`config.mk`:
```
export PLATFORM = sky130hd
export DESIGN_NAME = ram_sp_flat
export DESIGN_NICKNAME = d
export VERILOG_FILES = /design/src/rtl/ram_sp_if.sv /design/src/rtl/ram_sp.sv /design/src/flat_wrapper.sv
export SDC_FILE = /design/constraint.sdc
export NUM_CORES = 2
export LEC_CHECK = 0
export BUFFER_PORTS_ARGS = -buffer_cell sky130_fd_sc_hd__buf_2
export CORE_MARGIN = 8
export CORE_UTILIZATION = 37
export DETAILED_ROUTE_END_ITERATION = 16
export SLEW_MARGIN = 20
export SYNTH_ARGS = -nofsm -noshare
export SYNTH_HDL_FRONTEND = slang
export SYNTH_SLANG_ARGS = --single-unit
```
`constraint.sdc`:
```
create_clock -name clk -period 2 [get_ports clk]
set_input_delay 0.2 -clock clk [delete_from_list [all_inputs] [get_ports clk]]
set_output_delay 0.2 -clock clk [all_outputs]
set_load 0.005 [all_outputs]
```
`src/rtl/ram_sp_if.sv`:
```
// Access bus for the single-port RAM: one shared address, write data/enable in, registered read data out.
interface ram_sp_if #(
    parameter int unsigned AWID = 8,
    parameter int unsigned DWID = 16
);
    logic            i_we;
    logic [AWID-1:0] i_addr;
    logic [DWID-1:0] i_dat;
    logic [DWID-1:0] o_dat;

    modport master (output i_we, i_addr, i_dat, input o_dat);
    modport slave  (input i_we, i_addr, i_dat, output o_dat);
endinterface

```
`src/rtl/ram_sp.sv`:
```
// Single-port synchronous RAM with read-first behaviour and a registered read port.
// Out-of-range addresses (>= DEPTH) ignore writes and read back as zero.
module ram_sp #(
    parameter int unsigned AWID  = 8,
    parameter int unsigned DWID  = 16,
    parameter int unsigned DEPTH = 2**AWID
) (
    input  logic     clk,
    input  logic     rst_n,
    ram_sp_if.slave  bus
);

    localparam int unsigned IDX_W = (DEPTH > 1) ? $clog2(DEPTH) : 1;
    localparam logic [AWID:0] DEPTH_W = (AWID+1)'(DEPTH);

    // Zero at time 0; reset deliberately leaves the array untouched.
    logic [DWID-1:0] mem [DEPTH] = '{default: '0};

    logic             in_range_c;
    logic [IDX_W-1:0] idx_c;
    logic [DWID-1:0]  rd_c;

    always_comb begin
        in_range_c = ({1'b0, bus.i_addr} < DEPTH_W);
        idx_c      = bus.i_addr[IDX_W-1:0];
        rd_c       = '0;
        if (in_range_c) begin
            rd_c = mem[idx_c];
        end
    end

    // Write and read share one edge; the NBA ordering gives read-first.
    always_ff @(posedge clk or negedge rst_n) begin
        if (!rst_n) begin
            bus.o_dat <= '0;
        end else begin
            if (bus.i_we && in_range_c) begin
                mem[idx_c] <= bus.i_dat;
            end
            bus.o_dat <= rd_c;
        end
    end

endmodule

```
`src/flat_wrapper.sv`:
```
// flat-port wrapper written by rule: the top's interface ports become plain ports
module ram_sp_flat 
#(
    parameter int unsigned AWID  = 8,
    parameter int unsigned DWID  = 16,
    parameter int unsigned DEPTH = 2**AWID
)
  (clk, rst_n, bus_i_we, bus_i_addr, bus_i_dat, bus_o_dat);
  ram_sp_if #(.AWID(AWID), .DWID(DWID)) bus_i ();
  input  logic clk;
  input  logic rst_n;
  input wire logic [$bits(bus_i.i_we)-1:0] bus_i_we;
  input wire logic [$bits(bus_i.i_addr)-1:0] bus_i_addr;
  input wire logic [$bits(bus_i.i_dat)-1:0] bus_i_dat;
  output wire logic [$bits(bus_i.o_dat)-1:0] bus_o_dat;
  assign bus_i.i_we = bus_i_we;
  assign bus_i.i_addr = bus_i_addr;
  assign bus_i.i_dat = bus_i_dat;
  assign bus_o_dat = bus_i.o_dat;
  ram_sp #(.AWID(AWID), .DWID(DWID), .DEPTH(DEPTH)) u_core (.clk(clk), .rst_n(rst_n), .bus(bus_i));
endmodule
```
# After elaboration in Yosys (flattened, before gate mapping)
# Memory sizes are Yosys's and may differ from the RTL's. A register that Yosys moved wholly into a read port is not among the register bits.
# Index checks and enable logic that the tools add are counted.
# op_classes
muxes	2
n_reduce_logical	2
# op_table
cell	count
2-to-1 mux 1 bit	2
logical AND 1 bit	1
zero test 1 bit	1
# word_totals
regBits	0
ram_bits	4096
input_bits	27
out_inout_bits	16
word_cells	5
mem_count	1
# memory_table
memory	words	width	read_ports	rd_ports_with_merged_regs	write_ports	line	text
u_core.mem	256	16	1	1	1	ram_sp.sv:17	logic [DWID-1:0] mem [DEPTH] = '{default: '0};

# Depth between registers and ports, before layout
# depth
word_depth	3
mapped_depth	9
ltp_nobuf	5

# Worst setup path after synthesis
# OpenSTA, ideal clock, no wires.
# synth_path
path_kind	input -> register
from	input port bus_i_addr[1]
to	memory u_core.mem[114][0], enable pin
setup_ns	0.388
arrival_time_ns	2.396
t_required_ns	1.612
slack_ns	-0.785
cell_stages	9
path_buffers	5
path_cell_list	buf_2 -> buf_2 -> buf_2 -> buf_4 -> inv_1 -> nor3_1 -> nand2_1 -> buf_2 -> nor2_1
# synth_lines
element	line	text
from (decl)	flat_wrapper.sv:13	input wire logic [$bits(bus_i.i_addr)-1:0] bus_i_addr;
to (decl)	ram_sp.sv:17	
# Straight into the memory's write port.

==> results.cfg <==
[outcome]
status = finished with violations
violations = setup timing

[sta]
max_slew_margin_pct = 46.93
clock.fmax_mhz = 418.3
fin_crit_sh_pct = 119.5
drv_slew = 0
setup_tns_ns = -4.197
hold_viol_final = 0
rsz0062_at_grt = true
setup_viol = 34
fin_crit_ns = 2.391
tightest_slew_ns = 0.7961
clock_skew_ns = 0.07913
fin_ws_ns = -0.3907
hold_ws_ns = 0.1356

[clocking]
cts_buffers = 418
clock-sinks = 4112
tritoncts = done
path_clk_slew_ns = 0.06
cts-root-buf = clkbuf_16
clk_latency_ns = 0.99
htree_levels = 5
clockBufferDepth = 4

[placement]
place_ws_ns = -1.795
gp_congestion = 0.8105
hpwl_mm = 269.3
port_buffers = 42

[floorplan]
start_util_pct = 37.06
dieWidth_um = 663.8
die-area_mm2 = 0.4406
coreArea_mm2 = 0.4190
rows = 238
die_y_um = 663.8
io_pins = 43

[setup_path]
cp_slowest_cell = o41ai_4
endpoint_kind = flip-flop
worstSetupPathType = reg -> reg
max_stage_delay_ns = 0.62
cp.required_ns = 2.82
cp_top_family = compound AO/OA/AOI/OAI gates
cp_max_fo = 1
cp-start-kind = flip-flop
path_cells = mux4_2, a22oi_2, a21oi_2, o41ai_4, buf_4, nand4_1
cp.arrival_ns = 3.21
cp.buffers_inverters = 1

[cells_and_area]
drive_gt1_share_pct = 41.18
fin_util_pct = 46.10
n_fill_cell = 33810
finish.net_count = 7872
area_growth_pct = 24.40

[yosys]
syn_nets = 6733
ys_ff_latch = 4112
ys_warn_count = 0
avgSynthCellArea_um2 = 23.15
syn_area_mm2 = 0.1553
yosysUniqueCellTypes = 21
synth_cells = 6706
ys_seq_area_share_pct = 79.48

[drt]
drt-pass1-iter-count = 7
vias_per_cell = 5.618
wl_per_cell_um = 30.78
drc = 0
vias = 77220
wl_mm = 423.1
first_iter_violations = 9140
ant_nets = 0

[global_routing]
overflow = 0
grt_pass1_vias = 78410
grt_pass1_wl_mm = 597.9
grt_use_total_pct = 18.63
antenna_found_initial = 20
grt_max_degree = 100

[power_and_ir_drop]
leakagePower_nw = 60.06
p_per_area_mw_per_mm2 = 956.3
p_total_mw = 184.7
ir_worst_vdd_mv = 0.7866

[run]
cap_viol_max_count = 0

[worst_hold_path]
holdCritPathClass = in -> async
-- cell usage in the layout (no fill, tap or decap), types with 3 or more instances in the layout --
cell,n
a22oi_2,143
buf_4,572
buf_2,25
nand3_1,3
clkinv_2,97
bufinv_16,59
clkbuf_16,423
nor2_4,201
buf_8,17
buf_12,483
o41ai_4,33
nand4_1,16
clkinv_16,7
o41ai_1,5
clkinvlp_4,11
inv_16,3
dfrtp_1,8
nand2_2,7
edfxtp_1,4096
a21oi_2,95
dfrtp_2,8
clkinv_4,4
nand2_4,15
nand2_1,8
clkinv_8,7
clkbuf_1,67
inv_6,7
clkinv_1,93
diode_2,21
dlygate4sd3_1,17
nor2_2,59
a22oi_1,369
mux4_2,1024
o41ai_2,26
buf_6,17
a21oi_1,140
a21oi_4,21
-- power breakdown --
part           internal (mW)  switching (mW)  total [mW]
clock                   46.5            33.0        79.6
sequential              94.9           0.191        95.1
combinational           4.02            6.04        10.1
total                    145            39.3         185
-- cell usage after synthesis --
cell         n  share of area [%]
mux4_2    1024                 15
and2_1       2             0.0081
clkbuf_1   268               0.65
nand3_1      5              0.016
nand2b_1     2             0.0081
edfxtp_1  4096                 79
nor2b_1      6              0.024
nor2_1     261               0.63
o41ai_1     64               0.36
buf_2       87               0.28
nor3_1       2             0.0064
buf_4       25               0.12
a22oi_1    512                2.5
buf_1       24              0.058
or2_2        1             0.0040
dfrtp_1     16               0.26
inv_1        1             0.0024
a21oi_1    256               0.83
nand4_1     16              0.064
nand2_1     30              0.073
buf_6        8              0.058
-- layer usage --
metal | vias to the layer above | part of all wire [%] | global-route usage, %
li1 | 31370 | - | -
met1 | 42260 | 41 | 25.92
met2 | 3013 | 49 | 30.84
met3 | 573 | 6.8 | 2.867
met4 | 4 | 2.8 | 4.798
met5 | - | 0.0080 | 0
-- worst register-to-register path: stages (launching register included) --
cell and delay (ns):
edfxtp_1 0.38, mux4_2 0.50, a22oi_2 0.29, a21oi_2 0.15, o41ai_4 0.62, buf_4 0.21, nand4_1 0.08
-- cell type report --
cell class | count | area [µm²] | area share, %
well taps | 5520 | 6907 | 3.576
repair buffers | 1131 | 14710 | 7.614
flip-flops and latches | 4112 | 123400 | 63.90
clock inverters | 289 | 3181 | 1.647
multi-input cells | 2181 | 34030 | 17.62
inverters | 1 | 3.754 | 0.001944
clock buffers | 491 | 10850 | 5.618
diodes | 21 | 52.55 | 0.02721
-- registers in the layout, summed over array words and instances, names as in the netlist --
name / count
u_core.bus.o_dat: 16
u_core.mem: 4096
-- per-stage QoR --
step	instances	instance area, µm²
6_report	13750	193100
5_1_grt	13740	193100
4_1_cts	13730	192700
3_5_place_dp	12940	177000
3_3_place_gp	12930	176900
2_1_floorplan	6706	157200
-- cells by family (layout without fill, tap and decap cells) --
logic type | count (synthesis) | in the layout | synth area share [%]
AOI/OAI and AO/OA | 832 | 832 | 3.662
buffers and inverters | 413 | 1912 | 1.168
DFF | 4112 | 4112 | 79.48
muxes | 1024 | 1024 | 14.85
other | 0 | 21 | 0
and+or+nand+nor | 325 | 325 | 0.8349
-- final timing paths --
path	endpoint	start	cells past startpoint	slack [ns]
setup / recovery	u_core.bus.o_dat[14]	u_core.mem[29][14]	6	-0.39
hold / removal	u_core.bus.o_dat[0]	rst_n	4	0.14
setup reg to reg	u_core.bus.o_dat[14]	u_core.mem[29][14]	6	-0.39
hold reg to reg	u_core.bus.o_dat[5]	u_core.mem[20][5]	5	1.08
max in group asynchronous	u_core.bus.o_dat[14]	rst_n	4	1.47
min in group clk	u_core.bus.o_dat[7]	bus_i_addr[6]	6	0.14
-- repair_timing --
| action | in CTS | in global routing |
|---|---|---|
| resized for setup | 286 | 81 |
| setup endpoints to repair | 24 | 17 |
| buffers inserted | 0 | 0 |
| hold buffers | 17 | 0 |
| hold endpoints to repair | 3638 | 0 |
| pin swaps | 104 | 52 |
Note: power is estimated with default switching activity, not from simulation.
